### src/rtl/cipher_cfg_sequencer.sv
// cipher_cfg_sequencer
// Gathers a 131-bit cipher configuration as 17 bytes, shifts it LSB-first into
// the cipher scan chain while capturing the displaced old chain for readback,
// waits a short settle gap, then gates the cipher enable from run_req.
module cipher_cfg_sequencer #(
    parameter int unsigned CFG_BITS      = 131,
    parameter int unsigned NBYTES        = 17,
    parameter int unsigned SETTLE_CYCLES = 2
) (
    input  logic                clk,
    input  logic                rst,
    input  logic [7:0]          byte_i,
    input  logic                byte_valid,
    output logic                byte_ready,
    input  logic                run_req,
    input  logic                abort,
    output logic                cfg_en,
    output logic                cfg_i,
    input  logic                cfg_o,
    output logic                en,
    output logic                cfg_valid,
    output logic [CFG_BITS-1:0] rb_data,
    output logic                load_done
);

    localparam logic [2:0] S_IDLE    = 3'd0;
    localparam logic [2:0] S_COLLECT = 3'd1;
    localparam logic [2:0] S_SHIFT   = 3'd2;
    localparam logic [2:0] S_SETTLE  = 3'd3;
    localparam logic [2:0] S_RUN     = 3'd4;

    localparam logic [4:0] LAST_BYTE   = 5'(NBYTES - 1);
    localparam logic [7:0] LAST_BIT    = 8'(CFG_BITS - 1);
    localparam logic [7:0] LAST_SETTLE = 8'(SETTLE_CYCLES - 1);

    logic [2:0]          state_q,      state_d;
    logic [4:0]          byte_cnt_q,   byte_cnt_d;
    logic [7:0]          bit_cnt_q,    bit_cnt_d;
    logic [7:0]          settle_cnt_q, settle_cnt_d;
    logic                cfg_en_q,     cfg_en_d;
    logic                cfg_i_q,      cfg_i_d;
    logic                en_q,         en_d;
    logic                cfg_valid_q,  cfg_valid_d;
    logic                load_done_q,  load_done_d;
    logic                abort_pend_q, abort_pend_d;
    logic [CFG_BITS-1:0] rb_shift_q,   rb_shift_d;
    logic [CFG_BITS-1:0] rb_data_q,    rb_data_d;
    logic [7:0]          cfg_buf_q [NBYTES];
    logic                wr_en;
    logic                accept;

    // Byte acceptance is purely a function of the current state
    always_comb begin
        byte_ready = (state_q == S_IDLE) || (state_q == S_COLLECT) || (state_q == S_RUN);
        accept     = byte_valid & byte_ready;
    end

    // Next-state and output-register logic for the load/shift/settle/run sequence
    always_comb begin
        state_d      = state_q;
        byte_cnt_d   = byte_cnt_q;
        bit_cnt_d    = bit_cnt_q;
        settle_cnt_d = settle_cnt_q;
        cfg_en_d     = 1'b0;
        cfg_i_d      = 1'b0;
        en_d         = 1'b0;
        cfg_valid_d  = cfg_valid_q;
        load_done_d  = 1'b0;
        abort_pend_d = abort_pend_q;
        rb_shift_d   = rb_shift_q;
        rb_data_d    = rb_data_q;
        wr_en        = 1'b0;

        case (state_q)
            S_IDLE: begin
                if (accept) begin
                    wr_en      = 1'b1;
                    byte_cnt_d = 5'd1;
                    state_d    = S_COLLECT;
                end
            end

            S_COLLECT: begin
                if (abort) begin
                    byte_cnt_d = '0;
                    state_d    = S_IDLE;
                end else if (accept) begin
                    wr_en = 1'b1;
                    if (byte_cnt_q == LAST_BYTE) begin
                        // First chain bit is driven on the same edge that stores the last byte
                        byte_cnt_d = '0;
                        bit_cnt_d  = '0;
                        cfg_en_d   = 1'b1;
                        cfg_i_d    = (byte_cnt_q == 5'd0) ? byte_i[0] : cfg_buf_q[0][0];
                        state_d    = S_SHIFT;
                    end else begin
                        byte_cnt_d = byte_cnt_q + 5'd1;
                    end
                end
            end

            S_SHIFT: begin
                cfg_valid_d = 1'b0;
                rb_shift_d  = {cfg_o, rb_shift_q[CFG_BITS-1:1]};
                if (abort) begin
                    abort_pend_d = 1'b1;
                end
                if (bit_cnt_q == LAST_BIT) begin
                    rb_data_d    = rb_shift_d;
                    bit_cnt_d    = '0;
                    settle_cnt_d = '0;
                    state_d      = S_SETTLE;
                end else begin
                    bit_cnt_d = bit_cnt_q + 8'd1;
                    cfg_en_d  = 1'b1;
                    cfg_i_d   = cfg_buf_q[bit_cnt_d[7:3]][bit_cnt_d[2:0]];
                end
            end

            S_SETTLE: begin
                if (settle_cnt_q == LAST_SETTLE) begin
                    abort_pend_d = 1'b0;
                    if (abort_pend_q || abort) begin
                        cfg_valid_d = 1'b0;
                        state_d     = S_IDLE;
                    end else begin
                        cfg_valid_d = 1'b1;
                        load_done_d = 1'b1;
                        state_d     = S_RUN;
                    end
                end else begin
                    settle_cnt_d = settle_cnt_q + 8'd1;
                    if (abort) begin
                        abort_pend_d = 1'b1;
                    end
                end
            end

            S_RUN: begin
                if (abort) begin
                    cfg_valid_d = 1'b0;
                    state_d     = S_IDLE;
                end else if (accept) begin
                    wr_en       = 1'b1;
                    byte_cnt_d  = 5'd1;
                    cfg_valid_d = 1'b0;
                    state_d     = S_COLLECT;
                end else begin
                    en_d = run_req;
                end
            end

            default: begin
                state_d = S_IDLE;
            end
        endcase
    end

    // Control and readback registers, asynchronously cleared
    always_ff @(posedge clk or posedge rst) begin
        if (rst) begin
            state_q      <= S_IDLE;
            byte_cnt_q   <= '0;
            bit_cnt_q    <= '0;
            settle_cnt_q <= '0;
            cfg_en_q     <= 1'b0;
            cfg_i_q      <= 1'b0;
            en_q         <= 1'b0;
            cfg_valid_q  <= 1'b0;
            load_done_q  <= 1'b0;
            abort_pend_q <= 1'b0;
            rb_shift_q   <= '0;
            rb_data_q    <= '0;
        end else begin
            state_q      <= state_d;
            byte_cnt_q   <= byte_cnt_d;
            bit_cnt_q    <= bit_cnt_d;
            settle_cnt_q <= settle_cnt_d;
            cfg_en_q     <= cfg_en_d;
            cfg_i_q      <= cfg_i_d;
            en_q         <= en_d;
            cfg_valid_q  <= cfg_valid_d;
            load_done_q  <= load_done_d;
            abort_pend_q <= abort_pend_d;
            rb_shift_q   <= rb_shift_d;
            rb_data_q    <= rb_data_d;
        end
    end

    // Config byte buffer; pure datapath, contents only meaningful after a full collect
    always_ff @(posedge clk) begin
        if (wr_en) begin
            cfg_buf_q[byte_cnt_q] <= byte_i;
        end
    end

    assign cfg_en    = cfg_en_q;
    assign cfg_i     = cfg_i_q;
    assign en        = en_q;
    assign cfg_valid = cfg_valid_q;
    assign load_done = load_done_q;
    assign rb_data   = rb_data_q;

endmodule

### config.mk
export PLATFORM = sky130hd
export DESIGN_NAME = cipher_cfg_sequencer
export DESIGN_NICKNAME = d
export VERILOG_FILES = /design/src/rtl/cipher_cfg_sequencer.sv
export SDC_FILE = /design/constraint.sdc
export NUM_CORES = 1
export LEC_CHECK = 0
export CAP_MARGIN = 15
export CORE_ASPECT_RATIO = 1.2
export CORE_MARGIN = 4
export CORE_UTILIZATION = 55
export DETAILED_ROUTE_END_ITERATION = 12
export GPL_TIMING_DRIVEN = 0
export HOLD_SLACK_MARGIN = 0.05
export PLACE_DENSITY = 0.76
export SLEW_MARGIN = 15
export SYNTH_ARGS = -nofsm -noshare
export SYNTH_HDL_FRONTEND = slang
export SYNTH_SLANG_ARGS = --single-unit
### constraint.sdc
create_clock -name clk -period 12.7 [get_ports clk]
set_input_delay 1.905 -clock clk [delete_from_list [all_inputs] [get_ports clk]]
set_output_delay 1.905 -clock clk [all_outputs]
set_load 0.02 [all_outputs]
### After elaboration in Yosys (flattened, before gate mapping)

Memories as Yosys holds them, arrays and structs flattened.
Index checks and enable logic that the tools add are counted.

| word-level totals | value |
|---|---|
| flip-flop bits (word level) | 292 |
| input bits | 14 |
| bits in writable memories | 136 |
| memories kept | 1 |
| word-level logic and storage cells | 105 |
| output and inout port bits | 137 |

| cells by class | value |
|---|---|
| bitwise gates (word level) | 1 |
| add/subtract/negate cells | 3 |
| equality and inequality tests | 17 |
| reduce and logical (&&, ||, !) cells | 16 |
| multiplexer cells | 54 |
| $lt $le $gt $ge | 1 |

Memory list:

| memory | words | bits a word | rd ports | clocked after memory_dff | write ports | line | text |
|---|---|---|---|---|---|---|---|
| cfg_buf_q | 17 | 8 | 2 | 0 | 1 | 48 | `logic [7:0] cfg_buf_q [NBYTES];` |

Operators by type and width:

| cell | count |
|---|---|
| $mux W8 | 6 |
| $pmux W8 S2 | 2 |
| $mux W1 | 25 |
| $mux W5 | 5 |
| $mux W3 | 8 |
| $add A8 B1 Y8 const B | 2 |
| $pmux W3 S5 | 1 |
| $pmux W5 S3 | 1 |
| $ne A2 B2 Y1 const B | 6 |
| $reduce_and A3 Y1 | 3 |
| $eq A8 B1 Y1 const B | 1 |
| $eq A8 B8 Y1 const B | 1 |
| $pmux W1 S2 | 4 |
| $reduce_and A4 Y1 | 2 |
| $eq A3 B2 Y1 const B | 2 |
| $ne A3 B3 Y1 const B | 2 |
| $reduce_bool A3 Y1 | 2 |
| $add A5 B1 Y5 const B | 1 |
| $eq A5 B5 Y1 const B | 1 |
| $logic_not A5 Y1 | 1 |
| $lt A3 B4 Y1 const B | 1 |
| $reduce_bool A2 Y1 | 2 |
| $bmux W1 S3 | 1 |
| $eq A3 B1 Y1 const B | 1 |
| 9 further kinds | 11 |

### Depth between registers and ports, before layout

| logic depth | value |
|---|---|
| word-level depth | 9 |
| mapped depth | 11 |
| mapped depth without buffers | 9 |

### Worst setup path after synthesis

No wires, ideal clock.

| path | value |
|---|---|
| kind | input to register |
| from | input abort |
| to | memory cfg_buf_q[11][0] (enable) |
| slack | 9.165 ns |
| library setup time | 0.370 ns |
| buffers on the path | 1 |
| data required time | 12.330 ns |
| cell stages on the path | 6 |
| arrival | 3.165 ns |
| cells stage by stage | clkbuf_1 > a21oi_1 > nor2_1 > nor3b_1 > nand2_1 > nor2_1 |

| between the ends | value |
|---|---|
| word-level cells in the longest chain between the ends | 4 |

Ends and longest elaborated chain:

| item | line | text |
|---|---|---|
| start: declaration | 16 | `input logic abort,` |
| $mux W1 | 140 | `if (abort) begin` |
| $pmux W1 S2 | 74 | `case (state_q)` |
| $mux W1 | 192 | `if (wr_en) begin` |
| $mux W1 (not written as such) | 193 | `cfg_buf_q[byte_cnt_q] <= byte_i;` |
| end: declaration | 48 |  |

No other way between the ends.

### Worst setup path after layout

| path | value |
|---|---|
| from | register state_q[0] |
| to | output byte_ready |

| between the ends | value |
|---|---|
| word-level cells in the longest chain between the ends | 3 |
| elaborated cells between the ends (all ways) | 5 |
| those cells by class | eq/ne (2); reduce/logical (3) |

Ends and longest elaborated chain:

| item | line | text |
|---|---|---|
| start: declaration | 36 | `logic [2:0] state_q, state_d;` |
| start signal: assignment | 175 | `state_q <= state_d;` |
| $eq A3 B1 Y1 / $logic_not A3 Y1 (equally long branches) | 54 | `byte_ready = (state_q == S_IDLE) \|\| (state_q == S_COLLECT) \|\| (state_q == S_RUN);` |
| $logic_or A1 B1 Y1 | 54 |  |
| $logic_or A1 B1 Y1 (*) | 54 |  |
| end: declaration | 14 | `output logic byte_ready,` |

Every way passes the cells marked *; elsewhere a longest branch is shown, timed or not.

==> metrics.txt <==
status=complete, no violations; fmax=roughly 250 MHz; Worst-Margin Slew=between 1 and 1.5 ns; initial antenna violation count=1; RePlAce Congestion=around 0.83; final setup TNS=0 ns; final non-filler cell total=around 1600; syn_nets=between 1000 and 1500; Sink Count=between 400 and 500; CP Class=reg2out; full die area=0.03354 sq mm; drt pass-1 iters=5; Tcrit/Tclk final=a little under a third; Avg Cell Area, Syn=16.45 sq um; ys async rst share=68.15%; Placed Cells=roughly 1600; Tot GR Track Use=around a fifth; number of port buffers=149; clk buf depth=3; HP Class=reg2reg; largest net degree at the start of global routing=110; Reg-to-Reg End=cfg_i$_DFF_PP0_; core area=between 0.02 and 0.03 sq mm; Static Leak=slightly above 9 nW; TritonCTS Buffers=between 40 and 50; R2R depth=11; Die Wd=approximately 170 um; Critical R2R Launch=bit_cnt_q[0]$_DFFE_PP0P_; Critical Path End=byte_ready; Worst VDD drop=about 0.11 mV; flop2flop setup slack=about 9.3 ns; Clock Pin Slew Worst Setup and Hold Paths=0.06 ns; Yosys cell types=64; area grow syn2layout=21.15%; first-pass GRT wire length=around 53 mm; Mapped Area=approximately 0.017 sq mm; crit path from=state_q[0]$_DFFE_PP0P_; Final Total Pwr=between 3 and 4 mW; Setup WS pre-CTS=8.136 ns; Layout Skew=0.01814 ns; count of final hold-check violations=0; DR iter-0 viols=between 500 and 600; Max FO, Critical Path=10; via count=9183; Slew Limit Fails=0; Post-synth EDFFs=around 140; Period minus WS final=4.046 ns; Final nets=about 1200; P per Cell Area=approximately 180 mW/mm^2; CP Capture Type=primary output; root buf cell=clkbuf_16; final setup vio count=0; total grt overflow=0; Post-synth top flop=dfrtp_1; Seq cells post-synth=427; Worst slew margin=30.43%; Detail Placement HPWL=roughly 22 mm; hold_sp=abort_pend_q$_DFFE_PP0P_; routed length per placed instance=20.13 um; vias in the first global route=9594; fin worst setup slack=about 8.7 ns; RSZ-0062 raised after global routing=no; Die Ht=between 150 and 200 um; DRT Wirelength=between 30 and 40 mm; post-CTS setup buffer count=0; layout cells sized above 1=between 30% and 40%; sequential element share of the synthesized area=67.39%; Clock Latency Late Sink=between 0.5 and 0.6 ns; clock tree from TritonCTS=built; DRC=0; number of max-cap violations=0; CTS Hold Bufs=0; H-tree depth=2; row count=69; Antenna Violating Nets Remaining=0; Ports=151; Startpoint Class=flop; Syn Inst Count=1025; # resized after CTS=0; diode count=0; Initial Utilization=roughly 56%; Critical Path RT=roughly 11 ns; synth warn=0; CP Data Arrival Time=approximately 2.1 ns; routed vias/inst=5.596
sequential cells by signal, summed over array words and instances (netlist names), 3 cells and up:
name	cells
bit_cnt_q	8
byte_cnt_q	5
cfg_buf_q	136
rb_data	131
rb_shift_q	130
settle_cnt_q	8
state_q	3
layout by cell type, fill, tap and decap left out, types with 3 or more instances in the layout:
cell type,instances
clkdlybuf4s50_1,149
a21oi_1,11
and3_1,5
clkbuf_1,41
nor3b_1,3
clkinv_2,8
mux2i_1,34
clkbuf_8,6
edfxtp_1,136
bufinv_16,8
mux2_2,265
nand3_1,7
nor2b_1,3
o21ai_0,22
clkbuf_16,45
or3_1,4
xor2_1,5
mux4_1,10
buf_6,3
xnor2_1,3
nand2_1,42
nor3_1,10
nor2_1,39
inv_1,7
and2_1,4
ha_1,8
nand2b_1,4
dfrtp_1,291
a31oi_1,4
o31ai_1,3
mux4_2,15
layout make-up:
cell class / instances / area [sq um]
plain buffers: 50 / 267.8
clock buffers: 53 / 1196
clock inverters: 22 / 329.1
fillers: 1982 / 9524
inverters: 8 / 37.54
multi-input cells: 540 / 5202
flip-flops and latches: 427 / 11370
well taps: 390 / 488.0
repair buffers: 151 / 1546
where the power goes:
part | switching, mW | internal (mW) | leakage, nW | total [mW]
logic | 0.381 | 0.308 | 3.08 | 0.689
registers | 0.0522 | 1.49 | 5.25 | 1.55
clock network | 0.515 | 0.832 | 0.751 | 1.35
Yosys cell counts (5+ instances only):
master / number / share of area (%)
ha_1: 8 / 0.59
mux2_2: 265 / 18
mux4_2: 15 / 2.0
mux4_1: 10 / 1.6
clkbuf_1: 37 / 0.82
mux2i_1: 34 / 2.0
o21ai_0: 22 / 0.65
a21oi_1: 11 / 0.33
nor2_1: 39 / 0.87
nand3_1: 7 / 0.21
dfrtp_1: 291 / 43
and3_1: 5 / 0.19
edfxtp_1: 136 / 24
inv_1: 8 / 0.18
nor3_1: 10 / 0.30
xor2_1: 5 / 0.26
nand2_1: 42 / 0.93
cells by family after synthesis:
logic type | Yosys count | synth area share, %
AO/OA/AOI/OAI | 57 | 2.151
XOR/XNOR | 11 | 0.7715
adder cells (fa/ha/maj) | 8 | 0.5935
buffers and inverters | 58 | 1.765
flip-flops | 427 | 67.39
multiplexers | 324 | 23.27
AND/OR/NAND/NOR | 140 | 4.058
through the flow:
stage | instance area [sq um] | hold WS, ns | utilization [%]
3_5_place_dp | 18910 | 0.4748 | 63.12
6_report | 20430 | 0.4749 | 68.21
5_1_grt | 20430 | 0.5189 | 68.21
3_3_place_gp | 18850 | 0.4684 | 62.91
4_1_cts | 20430 | 0.4870 | 68.21
2_1_floorplan | 16870 | 0.4400 | -
metal layers:
| layer | up-vias | wire length, um | global-route usage [%] |
|---|---|---|---|
| li1 | 4150 | - | - |
| met1 | 4727 | 13460 | 25.76 |
| met2 | 242 | 16540 | 33.06 |
| met3 | 62 | 2250 | 5.298 |
| met4 | 2 | 780 | 5.863 |
| met5 | - | 13 | 0 |
critical path, stage by stage (launching register included):
cell and delay [ns]:
dfrtp_1 0.39, clkbuf_1 0.22, a21oi_1 0.28, clkdlybuf4s50_1 0.73
how the worst min path moves through the flow:
stage                              to  slack [ns]  depth (start not counted)
6_report          load_done$_DFF_PP0_        0.47                          1
5_1_grt        rb_data[6]$_DFFE_PP0P_        0.52                          1
4_1_cts           load_done$_DFF_PP0_        0.49                          1
3_5_place_dp      load_done$_DFF_PP0_        0.47                          1
3_3_place_gp      load_done$_DFF_PP0_        0.47                          1
2_1_floorplan     load_done$_DFF_PP0_        0.44                          1
(Power assumes the default switching activity.)
==> RTL change: new RTL, config.mk and constraints unchanged <==
Take the reset off `rb_shift_q` and `rb_data_q` and load them in a clocked block of their own.
--- a/src/rtl/cipher_cfg_sequencer.sv
+++ b/src/rtl/cipher_cfg_sequencer.sv
@@ -170,6 +170,4 @@
             load_done_q  <= 1'b0;
             abort_pend_q <= 1'b0;
-            rb_shift_q   <= '0;
-            rb_data_q    <= '0;
         end else begin
             state_q      <= state_d;
@@ -183,7 +181,10 @@
             load_done_q  <= load_done_d;
             abort_pend_q <= abort_pend_d;
-            rb_shift_q   <= rb_shift_d;
-            rb_data_q    <= rb_data_d;
         end
+    end
+
+    always_ff @(posedge clk) begin
+        rb_shift_q <= rb_shift_d;
+        rb_data_q  <= rb_data_d;
     end
 
Check against the original RTL: no difference found for any inputs over 10 cycles, from zero or initial values and one cycle with rst high; that may be too few to reach the edited logic, so the function may still have changed.
==> RTL change against the original RTL <==
Routed wire length is 15% lower. Critical path depth grew 4. Critical endpoint is now cfg_buf_q[15][3]. Worst setup slack got worse by 140 ps. Cell area decreased by 11%. Synthesized area shrank 11%. Maximum frequency shrank 3.3%. Clock skew shrank 6.9 ps. Register-to-register slack lost 120 ps. Power decreased by 8.1%. Via count shrank 22%. Sequential cell count unchanged. Synthesized cell count is 30% lower.
==> RTL change: results (changes against the original RTL) <==
- Mapped Nets: 742 (-29%)
- Post-DP HPWL: 17.9 mm (-17%)
- TritonCTS Buffers: 41 (-2.4%)
- Pleak: 0.00581 µW (-36%)
- # port buffers: 150 (+0.67%)
- Arr. time, crit path: 4320 ps (+2180 ps)
- Post-synth top flop: edfxtp_1
- Crit-path slowest cell: nor2_1
- DR iter-0 viols: 561 (+2.0%)
- Sequential share of the synthesized area: 0.846 (+0.172)
- GRT Util Overall: 0.191 (-0.00616)
- Share of layout cells above drive strength 1: 0.109 (-0.192)
- Clock Latency Late Sink: 520 ps (-20 ps)
- Largest cells by area after synthesis: edfxtp_1, dfrtp_1, mux4_2
- Max VDD drop: 0.177 mV (+68%)
- Async S/R FF share, synth: 0.0703 (-0.611)
- CP peak stage delay: 830 ps (+100 ps)
- EDFF count, synth: 397 (+190%)
- Status: finished, final reports clean
- Antenna violations before repair: 0 (-1)
- Nets: 941 (-24%)
- Post-synth top cells: edfxtp_1, nor2_1, nand2_1
- Largest net degree at the start of global routing: 106 (-3.6%)
- Final setup skew: 11.3 ps (-6.86 ps)
- Placer Congestion: 0.882 (+5.8%)
- Via count: 7193 (-22%)
- Pre-CTS WS: 7990 ps (-144 ps)
- First-pass GRT wire length: 43.5 mm (-18%)
- Fillers: 1641 (-17%)
-- RTL change: cell count changes in the layout (fill, tap and decap cells not counted), sizes merged, moves of 4 or more --
cell    before  now
buf         12   17
bufinv       8    1
clkbuf      93   64
dfrtp      291   30
edfxtp     136  397
mux2       265    2
nand2       43   33
nor2        39   35
-- RTL change: final cells by class --
| class | count | area [µm²] | share of cell area |
|---|---|---|---|
| Clock buffer | 55 | 1080 | 0.0592 |
| Inverter | 9 | 33.8 | 0.00185 |
| Sequential cell | 427 | 12700 | 0.695 |
| Tap cell | 335 | 419 | 0.0230 |
| Multi-Input combinational cell | 264 | 2160 | 0.118 |
| Timing Repair Buffer | 156 | 1640 | 0.0898 |
| Clock inverter | 15 | 106 | 0.00583 |
| Buffer | 20 | 131 | 0.00721 |
-- RTL change: per-layer routing --
layer | global-route usage | wire (µm) | up-vias
met4 | 0.0548 | 767 | 0
met5 | 0 | 0 | -
met1 | 0.238 | 10500 | 3610
li1 | - | - | 3237
met2 | 0.302 | 13600 | 287
met3 | 0.0905 | 3120 | 59
-- RTL change: cell families (layout without fill, tap and decap cells) --
family,after synthesis,in the layout,share of synthesized area
muxes,62,62,0.0653
AOI/OAI and AO/OA,54,54,0.0223
buffers and inverters,29,255,0.0104
adders and majority gates,8,8,0.00668
xor gates and xnor gates,12,12,0.00752
DFF,427,427,0.846
and+or+nand+nor,128,128,0.0417
-- RTL change: critical path: cells and delay by family --
| family | cells | cell delay, ps |
|---|---|---|
| and+or+nand+nor | 4 | 1570 |
| buffers and inverters | 2 | 660 |
| AOI/OAI and AO/OA | 1 | 170 |
-- RTL change: report_power, final --
part	switching (µW)	internal [µW]
sequential	56.5	1670
clock	473	617
combinational	296	175
total	825	2470
-- RTL change: worst paths after layout --
| check | start | endpoint |
|---|---|---|
| min reg2reg | rb_shift_q[1] | rb_data[0] |
| min in group asynchronous | rst | cfg_en |
| max in group asynchronous | rst | byte_cnt_q[2] |
| min | rb_shift_q[1] | rb_data[0] |
| max reg2reg | bit_cnt_q[1] | cfg_i |
| max | abort | cfg_buf_q[15][3] |
-- RTL change: metrics by stage --
| stage | cell area (µm²) | std cells |
|---|---|---|
| 3_3_place_gp | 16900 | 1205 |
| 3_5_place_dp | 17000 | 1211 |
| 6_report | 18200 | 1281 |
| 5_1_grt | 18200 | 1281 |
| 2_1_floorplan | 15000 | 720 |
| 4_1_cts | 18200 | 1281 |
